--- src/rtl/prod_window_accum.sv ---
// Per-lane window accumulator for the dual product lanes: sums 2^LOG_N products,
// reports sum and mean per lane plus a lane-0 over-threshold count, held until consumed.
module prod_window_accum #(
    parameter int unsigned DATA_W = 64,
    parameter int unsigned LOG_N  = 4,
    parameter int unsigned ACC_W  = DATA_W + LOG_N
) (
    input  logic              clk,
    input  logic              rst,
    input  logic              in_valid,
    output logic              in_ready,
    input  logic [DATA_W-1:0] prod,
    input  logic [DATA_W-1:0] prod1,
    input  logic [DATA_W-1:0] thr,
    output logic              out_valid,
    input  logic              out_ready,
    output logic [ACC_W-1:0]  sum,
    output logic [ACC_W-1:0]  sum1,
    output logic [DATA_W-1:0] mean,
    output logic [DATA_W-1:0] mean1,
    output logic [LOG_N:0]    over_cnt
);

    localparam int unsigned CNT_W  = LOG_N;
    localparam int unsigned OCNT_W = LOG_N + 1;
    localparam logic [CNT_W-1:0] LAST_CNT = CNT_W'((2 ** LOG_N) - 1);

    typedef enum logic {
        ACCUM = 1'b0,
        HOLD  = 1'b1
    } state_t;

    state_t              state;
    logic [ACC_W-1:0]    acc;
    logic [ACC_W-1:0]    acc1;
    logic [OCNT_W-1:0]   ocnt;
    logic [CNT_W-1:0]    cnt;

    logic [ACC_W-1:0]    acc_c;
    logic [ACC_W-1:0]    acc1_c;
    logic [OCNT_W-1:0]   ocnt_c;

    // Running totals including the beat currently presented
    always_comb begin
        acc_c  = acc + ACC_W'(prod);
        acc1_c = acc1 + ACC_W'(prod1);
        ocnt_c = ocnt + OCNT_W'(prod > thr);
    end

    always_ff @(posedge clk) begin
        if (rst) begin
            state     <= ACCUM;
            acc       <= '0;
            acc1      <= '0;
            ocnt      <= '0;
            cnt       <= '0;
            in_ready  <= 1'b1;
            out_valid <= 1'b0;
            sum       <= '0;
            sum1      <= '0;
            mean      <= '0;
            mean1     <= '0;
            over_cnt  <= '0;
        end else begin
            case (state)
                ACCUM: begin
                    if (in_valid) begin
                        acc  <= acc_c;
                        acc1 <= acc1_c;
                        ocnt <= ocnt_c;
                        cnt  <= cnt + CNT_W'(1);
                        // Final beat of the window: publish results on this edge
                        if (cnt == LAST_CNT) begin
                            sum       <= acc_c;
                            sum1      <= acc1_c;
                            mean      <= DATA_W'(acc_c >> LOG_N);
                            mean1     <= DATA_W'(acc1_c >> LOG_N);
                            over_cnt  <= ocnt_c;
                            out_valid <= 1'b1;
                            in_ready  <= 1'b0;
                            state     <= HOLD;
                        end
                    end
                end
                HOLD: begin
                    // Result registers are left as-is after the handshake
                    if (out_ready) begin
                        acc       <= '0;
                        acc1      <= '0;
                        ocnt      <= '0;
                        cnt       <= '0;
                        out_valid <= 1'b0;
                        in_ready  <= 1'b1;
                        state     <= ACCUM;
                    end
                end
                default: begin
                    state <= ACCUM;
                end
            endcase
        end
    end

endmodule

--- config.mk ---
export PLATFORM = sky130hd
export DESIGN_NAME = prod_window_accum
export DESIGN_NICKNAME = d
export VERILOG_FILES = /design/src/rtl/prod_window_accum.sv
export SDC_FILE = /design/constraint.sdc
export NUM_CORES = 1
export LEC_CHECK = 0
export BUFFER_PORTS_ARGS = -buffer_cell sky130_fd_sc_hd__buf_4
export CELL_PAD_IN_SITES_DETAIL_PLACEMENT = 1
export CELL_PAD_IN_SITES_GLOBAL_PLACEMENT = 1
export CORE_AREA = 2 2 221 223
export CTS_CLUSTER_SIZE = 40
export DETAILED_ROUTE_END_ITERATION = 12
export DIE_AREA = 0 0 223 225
export PLACE_DENSITY = 0.92
export SLEW_MARGIN = 10
export SYNTH_ARGS = -nofsm -noshare
export SYNTH_HDL_FRONTEND = slang
export SYNTH_SLANG_ARGS = --single-unit
--- constraint.sdc ---
create_clock -name clk -period 9.4 [get_ports clk]
set_input_delay 0.94 -clock clk [delete_from_list [all_inputs] [get_ports clk]]
set_output_delay 0.94 -clock clk [all_outputs]
set_load 0.02 [all_outputs]
* Word-level counts from Yosys, hierarchy flattened
Cells that the tools add are included.
** Operators by class
- Eq/ne operators :: 4
- Add/subtract/negate cells :: 4
- Reduce and logical (&&, ||, !) cells :: 3
- Magnitude comparators :: 1
- Bitwise gates (word level) :: 1
- Multiplexer cells :: 23
** Operators by type and width (count)
- one-hot mux 68 bit (2 select lines) :: 2
- 2-to-1 mux 68 bit :: 3
- adder 68 x 64 -> 68 bit :: 2
- greater-than comparator 64 bit :: 1
- 2-to-1 mux 5 bit :: 2
- one-hot mux 5 bit (2 select lines) :: 1
- 2-to-1 mux 1 bit :: 9
- 2-to-1 mux 4 bit :: 2
- one-hot mux 4 bit (2 select lines) :: 1
- != test 2 bit, second input constant :: 3
- one-hot mux 1 bit (2 select lines) :: 3
- AND reduction 3 bit :: 2
- adder 5 x 1 -> 5 bit :: 1
- adder 4 x 1 -> 4 bit, second input constant :: 1
- == test 4 bit, second input constant :: 1
- AND reduction 2 bit :: 1
- NOT 1 bit :: 1
** Storage, ports and cells
- Register bits :: 417
- Output and inout port bits :: 271
- Bits of input ports :: 196

* Logic depth before layout (Yosys ltp)
Gate-level depths: netlist of the first run.
- Depth after elaboration :: 4
- Mapped depth :: 18

* Least setup slack after synthesis of the first run
Ideal clock, no wire load.
- Kind :: input -> register
- From :: input thr[9]
- To :: register ocnt[4]
- Library setup time :: 115 ps
- Path slack :: 5533 ps
- Path buffers :: 0
- Required time :: 9285 ps
- Stages on the path :: 18
- Arrival :: 3752 ps
- Cells stage by stage :: inv_1 ha_1 a21o_1 a21o_1 a21o_1 a21o_1 a21o_1 a21o_1 a221o_1 a21oi_1 a21o_1 a31oi_1 ha_1 ha_1 nand3_1 xor2_1 o21ai_0 and2_1
** On the way
- Word-level cells in the longest chain between the ends :: 4
** Ends and longest elaborated chain
- start: declaration :: RTL line 14 : input logic [DATA_W-1:0] thr,
- greater-than comparator 64 bit :: RTL line 47 : ocnt_c = ocnt + OCNT_W'(prod > thr);
- adder 5 x 1 -> 5 bit :: RTL line 47
- 2-to-1 mux 5 bit :: RTL line 67 : if (in_valid) begin
- one-hot mux 5 bit (2 select lines) :: RTL line 65 : case (state)
- end signal: assignment :: RTL line 70 : ocnt <= ocnt_c;
- end: declaration :: RTL line 36 : logic [OCNT_W-1:0] ocnt;
Every way passes these cells. The select of a mux whose other input is x is not followed.
A chain may end at the register's enable or synchronous reset.

* Worst setup path in the final report of the first run
- From :: input prod1[1]
- To :: register sum1[55]
** On the way
- Word-level cells in the longest chain between the ends :: 1
** Ends and longest elaborated chain
- start: declaration :: RTL line 13 : input logic [DATA_W-1:0] prod1,
- adder 68 x 64 -> 68 bit :: RTL line 46 : acc1_c = acc1 + ACC_W'(prod1);
- end signal: assignment :: RTL line 60 : sum1 <= '0;
- end signal: assignment :: RTL line 75 : sum1 <= acc1_c;
- end: declaration :: RTL line 18 : output logic [ACC_W-1:0] sum1,
Every way passes these cells.

==> impl_metrics.csv, run 1 <==
group,metric,value,unit
clock_tree,cts_resized,0,
floorplan,die_area,50180,um2
synthesis,synth_edf_count,0,
cells_and_area,n_fill_cell,5854,
worst_setup_path,crit_path_end_kind,"flop",
detailed_routing,vias,20840,
worst_setup_path,r2r_start,"acc1[1]",
sta,report.final.setup_viol,0,
floorplan,die_w,223,um
detailed_routing,detail_route.wl_per_cell,21.83,um
clock_tree,cts_hold_buf,0,
hold_path,hold_depth,2,
worst_setup_path,crit_path_start_kind,"input port",
sta,fin_setup_tns,0,ps
worst_setup_path,crit_buf_inv,1,
cells_and_area,regArea,5786,um2
detailed_routing,dr.first_iter.drc_count,1268,
sta,period_share,46.41,%
worst_setup_path,path_max_fanout,3,
floorplan,start_util,42.83,%
power,vdd_drop_max,0.0001381,V
global_routing,grt_pass1_wl,120400,um
worst_setup_path,crit_type,"input port to flop",
run_status,status,"complete, no violations",
worst_setup_path,worst_r2r_path_depth,11,
sta,tightest_slew,1231,ps
floorplan,io_pins,467,
cells_and_area,mostFrequentLayoutCells,"477 x buf_4, 369 x nand2_1, 289 x dfxtp_1, 284 x a21oi_1, 195 x ha_1",
global_routing,track_usage,29.80,%
cells_and_area,final_layout_size_suffix_gt1_share,19.55,%
clock_tree,clock_sinks,289,
worst_setup_path,worst_path_most_repeated_cell,"nor2_1",
global_routing,grt_pass1_vias,22010,
synthesis,seq_area_frac_synth,28.41,%
worst_setup_path,r2r_end,"sum1[55]",
global_routing,grt_max_degree,92,
global_routing,antenna_found_initial,3,
clock_tree,clkTransAtPathRegs,60,ps
cells_and_area,multi_input_area,12660,um2
run,drv_cap,0,
synthesis,syn_nets,3053,
worst_setup_path,crit_path_top_delay_cell,"nor4b_1",
sta,slew_viol_final,0,
synthesis,synth_area_leaders,"dfxtp_1 28%, ha_1 12%, a21oi_1 7.0%",
synthesis,post-synth-top-area-cell,"dfxtp_1",
clock_tree,numCtsBuffers,36,
clock_tree,htreeDepth,2,
synthesis,yosysWarnings,0,
synthesis,ys_types,78,
synthesis,ys.flop_type,"dfxtp_1",
clock_tree,clock_path_buffers,3,
hold_path,min_to,"out_valid",
sta,fin_crit,4363,ps
detailed_routing,route.detailed.drc,0,
sta,slew_headroom,15.79,%
hold_path,hold_class,"flop to flop",
floorplan,fp-row-count,80,
worst_setup_path,path_cells,"buf_4 -> ha_1 -> a21oi_1 -> nor2_1 -> o31a_1 -> o21ai_0 -> a2111oi_0 -> nor4b_1 -> nor2_1 -> a31oi_1 -> nor4_1 -> a221o_1",
placement,portBuffers,466,
sta,max_freq,229.2,MHz
detailed_routing,antenna_left,0,
cells_and_area,mostFrequentLayoutCell,"buf_4",
global_routing,overflow,0,
power,cellPowerDensity,176.4,nW/um2
synthesis,avgSynthCellArea,7.656,um2
cells_and_area,syn_to_final_growth,19.86,%
clock_tree,clk_latency,550,ps
cells_and_area,utilization,51.34,%
synthesis,ys_ff_latch,289,
detailed_routing,firstDrtPassIters,5,
power,p_leak,0.01112,uW
floorplan,die-height,225,um
detailed_routing,vias_per_cell,5.888,
worst_setup_path,r2r_setup_slack,5220,ps
hold_path,hold_path.startpoint,"out_valid",
worst_setup_path,critPathMaxStageDelay,900,ps
sta,rsz0062_at_grt,"false",
sta,hold_violations,0,
clock_tree,cts_tree,"yes",
synthesis,synthArstFlopShare,0,%
synthesis,synthesis.instances,2660,
placement,dp_hpwl,58340,um
synthesis,synth_top_area_share,28.41,%
detailed_routing,drt_wl_total,77240,um
worst_setup_path,crit_arrival,4790,ps
sta,clock_skew,12.87,ps
clock_tree,root_buffer,"clkbuf_16",
cells_and_area,nNetsFinal,3288,
worst_setup_path,critPathTopFamily,"compound AO/OA/AOI/OAI gates",
floorplan,core-area,47550,um2
worst_setup_path,crit_required,9830,ps
synthesis,netlist_area,20370,um2
placement,gp_congestion,0.9207,
clock_tree,postCtsSetupBuffers,0,
==> worst min-delay path, cell delays in order, from the launching register on <==
cell and delay (ps):
dfxtp_1 310, nand2_1 50, nand2_1 40
==> area by class of cell <==
| cell class | instances | share of cell area, % |
|---|---|---|
| diodes | 3 | 0.03075 |
| clock buffers | 45 | 4.080 |
| clock inverters | 19 | 0.7535 |
| inverters | 110 | 1.692 |
| multi-input cells | 1980 | 51.87 |
| flip-flops and latches | 289 | 23.70 |
| well taps | 615 | 3.152 |
| repair buffers | 478 | 14.72 |
==> cells in the mapped netlist (4+ instances only) <==
cell type  instances
xor2_1            57
xnor2_1           71
ha_1             195
a211o_1            5
or4_1             11
a31oi_1           28
o31a_1             4
nand2b_1          20
o211ai_1          16
nor2_1           171
o21ai_1            9
or3_1             19
and2_1            12
a2111oi_0          4
buf_2              7
nor3_1            33
inv_1            110
nor2b_1           30
o31ai_1            6
buf_1              9
a22oi_1           52
clkbuf_1         135
a21oi_1          285
a221oi_1           4
a211oi_1          21
or2_2             10
a22o_1            46
and3_1            12
nand2_1          369
o2111ai_1          5
o21bai_1          29
o21a_1            11
nand4_1           77
a21boi_0           9
nor4_1            14
dfxtp_1          289
nand3_1           52
a21o_1            81
o21ai_0          153
buf_4            129
==> flip-flops by register name, summed over array words and instances, names as in the netlist <==
signal     count
acc           68
acc1          68
cnt            4
in_ready       1
mean           1
mean1          1
ocnt           5
out_valid      1
over_cnt       5
state          1
sum           67
sum1          67
==> routing by layer <==
layer	share of wire, %	routed length (um)	GRT usage (%)	vias to the layer above
met2	50	38490	53.44	641
met5	0.017	13	0	-
met3	5.0	3840	3.833	160
met4	3.4	2656	11.82	2
li1	-	-	-	9790
met1	42	32240	36.12	10250
==> where the power goes <==
| group | switching (uW) | internal [uW] | total (uW) |
|---|---|---|---|
| sequential | 58.1 | 1320 | 1380 |
| combinational | 940 | 570 | 1510 |
| clock | 584 | 836 | 1420 |
==> how the worst max path moves through the flow <==
stage	start	end	slack (ps)	cells after the start
6_report	prod1[1]	sum1[55]	5040	12
5_1_grt	prod1[1]	sum1[55]	4690	12
4_1_cts	prod1[1]	sum1[55]	5130	12
3_5_place_dp	prod[33]	ocnt[4]	4640	18
3_3_place_gp	prod[33]	ocnt[4]	4690	18
2_1_floorplan	thr[9]	ocnt[4]	5530	18
==> cell families after synthesis <==
group | after synthesis | synth area share (%)
compound gates | 817 | 25.51
xor+xnor | 128 | 5.505
simple gates | 837 | 18.71
fa+ha+maj | 197 | 12.18
mux | 1 | 0.04915
buf+inv | 391 | 9.633
flops | 289 | 28.41
==> through the flow <==
stage	instances	total power, uW	hold WS (ps)	worst slack, ps	area [um2]
floorplan	2660	2423	429.1	5533	20370
global placement	3472	2807	431.9	4688	23220
detailed placement	3472	2862	437.5	4638	23220
CTS	3536	4297	445.7	5125	24400
global route	3538	4520	474.5	4691	24410
finish	3539	4305	441.8	5037	24410
(Power assumes the default switching activity.)
==> run 2: changes to the inputs <==
- CORE_AREA: 2 2 221 223 -> 2 2 229 231
- DIE_AREA: 0 0 223 225 -> 0 0 231 233
- PLACE_DENSITY: 0.92 -> 0.87
- clock period: 9.4 -> 4.07 ns (I/O delays scaled with it)
==> impl_metrics.csv, run 2 (synthesis gave the netlist of run 1 again) <==
group,metric,value,unit
run_status,status,"complete, no violations",
sta,max_freq,277.2,MHz
sta,fin_setup_tns,0,ps
sta,slew_viol_final,0,
global_routing,overflow,0,
sta,slew_headroom,44.46,%
clock_tree,clock_sinks,289,
run,drv_cap,0,
worst_setup_path,crit_path_start_kind,"input port",
floorplan,io_pins,467,
cells_and_area,utilization,48.33,%
floorplan,start_util,39.86,%
detailed_routing,route.detailed.drc,0,
placement,dpl_worst_slack,-39.71,ps
power,p_leak,0.01123,uW
detailed_routing,dr.first_iter.drc_count,1273,
power,cellPowerDensity,410.0,nW/um2
worst_setup_path,r2r_setup_slack,490,ps
sta,tightest_slew,812.1,ps
worst_setup_path,critPathCapture,"ocnt[4]",
cells_and_area,regArea,5786,um2
floorplan,fp-row-count,83,
placement,dp_hpwl,60690,um
worst_setup_path,crit_path_end_kind,"flop",
cells_and_area,mostFrequentLayoutCells,"491 x buf_4, 369 x nand2_1, 289 x dfxtp_1, 284 x a21oi_1, 195 x ha_1",
global_routing,grt_pass1_vias,22120,
cells_and_area,n_fill_cell,6274,
power,vdd_drop_max,0.0002629,V
floorplan,die-height,233,um
clock_tree,clk_latency,560,ps
cells_and_area,syn_to_final_growth,21.26,%
worst_setup_path,crit_arrival,4040,ps
detailed_routing,antenna_left,0,
placement,dpl_cell_area,23450,um2
floorplan,core-area,51090,um2
sta,report.final.setup_viol,0,
clock_tree,root_buffer,"clkbuf_16",
sta,period_share,88.64,%
clock_tree,cts_resized,0,
clock_tree,cts_tree,"yes",
power,total_power,10120,uW
global_routing,track_usage,28.51,%
sta,fin_crit,3608,ps
cells_and_area,reg_top3,"acc1 (68), acc (68)",
detailed_routing,vias_per_cell,5.788,
worst_setup_path,r2r_end,"sum[56]",
detailed_routing,detail_route.wl_per_cell,21.73,um
worst_setup_path,crit_start,"prod[33]",
worst_setup_path,path_max_fanout,2,
cells_and_area,final_layout_size_suffix_gt1_share,19.86,%
sta,clock_skew,24.19,ps
cells_and_area,final_cell_area,24690,um2
cells_and_area,multi_input_area,12660,um2
hold_path,hold_class,"input port to flop",
floorplan,die_w,231,um
worst_setup_path,r2r_start,"acc[0]",
clock_tree,clock_path_buffers,3,
clock_tree,numCtsBuffers,36,
cells_and_area,mostFrequentLayoutCell,"buf_4",
clock_tree,postCtsSetupBuffers,0,
clock_tree,cts_hold_buf,0,
worst_setup_path,crit_required,4500,ps
global_routing,antenna_found_initial,5,
global_routing,grt_pass1_wl,122900,um
detailed_routing,firstDrtPassIters,7,
clock_tree,htreeDepth,2,
worst_setup_path,worst_r2r_path_depth,14,
placement,portBuffers,466,
sta,rsz0062_at_grt,"false",
worst_setup_path,crit_type,"input port to flop",
sta,hold_violations,0,
detailed_routing,drt_wl_total,78650,um
placement,gp_congestion,0.9631,
detailed_routing,vias,20950,
cells_and_area,nNetsFinal,3304,
clock_tree,clkTransAtPathRegs,60,ps
global_routing,grt_max_degree,87,
sta,finalWorstSetupSlack,462.4,ps
floorplan,die_area,53820,um2
## run 2: routing by layer
metal	up-vias	global-route usage (%)	part of all wire [%]
met2	613	50.73	50
met5	-	0	0.010
met3	161	4.485	5.2
met4	2	11.53	3.8
met1	10330	34.11	41
li1	9839	-	-
## run 2: how the worst min path moves through the flow
stage	slack [ps]	end	depth (start not counted)	start
floorplan	430	acc1[36]	2	acc1[36]
global placement	430	in_ready	2	in_ready
detailed placement	440	in_ready	2	in_ready
CTS	130	state	3	out_ready
global route	160	state	3	out_ready
finish	180	state	3	out_ready
## run 2: worst max-delay path, cell delays in order
cell	delay, ps
buf_4	120
ha_1	300
a21oi_1	180
nor2b_1	70
o21ai_0	170
nand2b_1	80
a21oi_1	140
nor2b_1	50
o21ai_0	510
a211oi_1	170
buf_4	170
a2111oi_0	400
buf_4	210
a31oi_1	100
ha_1	210
ha_1	200
nand3_1	110
xor2_1	190
o21ai_0	80
and2_1	160
## run 2: per-stage QoR
stage	cells	hold WS, ps
after global placement	3553	433.1
final	3619	175.7
after floorplan	2660	429.1
after global routing	3619	164.4
after CTS	3615	134.1
after detailed placement	3553	439.3
## run 2: cell type report
cell class | instances | area share, %
sequential | 289 | 23.43
antenna | 4 | 0.04053
clock inverter | 12 | 0.7752
clock buffer | 50 | 4.231
timing repair buffer | 494 | 15.13
inverter | 110 | 1.672
multi-input combinational | 1980 | 51.27
tap | 680 | 3.445
## run 2: power breakdown
| part | internal [uW] | switching, uW | total [uW] | leakage, uW |
|---|---|---|---|---|
| sequential | 3040 | 135 | 3180 | 0.00235 |
| combinational | 1330 | 2180 | 3510 | 0.00827 |
| clock | 2110 | 1330 | 3430 | 0.000608 |
| total | 6480 | 3640 | 10100 | 0.0112 |
==> run 3: changes to the inputs <==
- CELL_PAD_IN_SITES_DETAIL_PLACEMENT: 1 -> 0
==> impl_metrics.csv, run 3 (synthesis gave the netlist of run 1 again) <==
group,metric,value,unit
power,p_leak,0.01121,uW
sta,report.final.setup_viol,0,
worst_setup_path,crit_arrival,3990,ps
sta,hold_violations,0,
clock_tree,clkTransAtPathRegs,60,ps
clock_tree,cts_resized,0,
global_routing,grt_max_degree,87,
cells_and_area,final_layout_size_suffix_gt1_share,19.88,%
worst_setup_path,critPathCapture,"sum[56]",
power,total_power,9871,uW
global_routing,grt_pass1_wl,107800,um
sta,clock_skew,10.19,ps
cells_and_area,n_fill_cell,5100,
detailed_routing,firstDrtPassIters,5,
worst_setup_path,path_max_fanout,4,
placement,portBuffers,466,
worst_setup_path,crit_path_start_kind,"flop",
sta,slew_viol_final,0,
floorplan,fp-row-count,83,
detailed_routing,vias_per_cell,5.573,
cells_and_area,mostFrequentLayoutCell,"buf_4",
worst_setup_path,r2r_setup_slack,560,ps
cells_and_area,multi_input_area,12660,um2
cells_and_area,regArea,5786,um2
power,vdd_drop_max,0.0002820,V
run_status,status,"complete, no violations",
cells_and_area,syn_to_final_growth,21.07,%
clock_tree,htreeDepth,2,
detailed_routing,vias,20180,
global_routing,antenna_found_initial,3,
floorplan,start_util,39.86,%
cells_and_area,utilization,48.26,%
worst_setup_path,crit_required,4550,ps
global_routing,grt.met3_usage,3.983,%
global_routing,overflow,0,
floorplan,die_w,231,um
worst_setup_path,crit_start,"acc[0]",
clock_tree,root_buffer,"clkbuf_16",
run,drv_cap,0,
sta,finalWorstSetupSlack,559.2,ps
floorplan,die_area,53820,um2
detailed_routing,route.detailed.drc,0,
clock_tree,clk_latency,550,ps
clock_tree,numCtsBuffers,36,
worst_setup_path,worst_r2r_path_depth,14,
cells_and_area,mostFrequentLayoutCells,"491 x buf_4, 369 x nand2_1, 289 x dfxtp_1, 284 x a21oi_1, 195 x ha_1",
clock_tree,postCtsSetupBuffers,0,
worst_setup_path,crit_type,"flop to flop",
sta,fin_setup_tns,0,ps
detailed_routing,dr.first_iter.drc_count,1320,
clock_tree,cts_hold_buf,0,
worst_setup_path,r2r_start,"acc[0]",
floorplan,die-height,233,um
sta,period_share,86.26,%
worst_setup_path,crit_path_end_kind,"flop",
worst_setup_path,r2r_end,"sum[56]",
sta,rsz0062_at_grt,"false",
sta,tightest_slew,820.8,ps
global_routing,grt_util_met2,42.12,%
clock_tree,clock_sinks,289,
clock_tree,clock_path_buffers,3,
cells_and_area,nNetsFinal,3304,
clock_tree,cts_tree,"yes",
hold_path,hold_class,"input port to flop",
cells_and_area,reg_top3,"acc1 (68), acc (68)",
placement,dpl_worst_slack,101.0,ps
global_routing,track_usage,25.05,%
detailed_routing,drt_wl_total,69700,um
sta,max_freq,284.8,MHz
detailed_routing,detail_route.wl_per_cell,19.25,um
sta,fin_crit,3511,ps
sta,slew_headroom,45.28,%
floorplan,core-area,51090,um2
placement,dp_hpwl,53800,um
power,cellPowerDensity,400.3,nW/um2
floorplan,io_pins,467,
global_routing,grt_pass1_vias,19570,
placement,gp_congestion,0.9631,
global_routing,met1_usage,32.14,%
detailed_routing,antenna_left,0,
global_routing,grt_most_used_layer,"met2",
[run 3: changes by cell type in the layout (fill, tap and decap cells not counted), sizes merged]
cell      change
bufinv        -2
clkinvlp      +2
clkinv        +1
diode         -1
inv           +1
[run 3: power breakdown]
| group | total, uW | switching (uW) | internal (uW) |
|---|---|---|---|
| clock | 3310 | 1340 | 1980 |
| sequential | 3170 | 126 | 3040 |
| combinational | 3390 | 2060 | 1330 |
[run 3: stage by stage]
stage               hold slack, ps  cells  cell area, um2
finish                       189.8   3620           24660
global route                 175.7   3620           24660
CTS                          160.8   3617           24650
detailed placement           434.6   3553           23450
global placement             433.1   3553           23450
floorplan                    429.1   2660           20370
[run 3: area by class of cell]
type	instances	share of cell area [%]
Timing Repair Buffer	494	15.16
Multi-Input combinational cell	1980	51.35
Clock inverter	14	0.6749
Tap cell	680	3.451
Inverter	110	1.675
Sequential cell	289	23.46
Clock buffer	50	4.196
Antenna cell	3	0.03045
[run 3: critical path, cell delays in order (launching register included)]
cell and delay (ps):
dfxtp_1 330, ha_1 190, inv_1 60, fa_1 410
nand2b_1 190, a21oi_2 210, o2111ai_1 220, a211oi_1 380
nor3_1 220, o21bai_1 170, buf_4 150, a21o_1 260
a21boi_1 160, or4_1 410, nand3_1 70
[run 3: routing by layer]
| metal | part of all wire (%) | vias up |
|---|---|---|
| li1 | - | 9847 |
| met1 | 44 | 9543 |
| met2 | 47 | 662 |
| met3 | 5.9 | 124 |
| met4 | 3.8 | 0 |
| met5 | 0 | - |
[run 3: worst min-delay path by stage]
stage	startpoint	endpoint	slack [ps]	depth (start not counted)
global placement	in_ready	in_ready	430	2
global route	out_ready	state	180	3
floorplan	acc1[36]	acc1[36]	430	2
detailed placement	out_valid	out_valid	430	2
CTS	out_ready	state	160	3
finish	out_ready	state	190	3
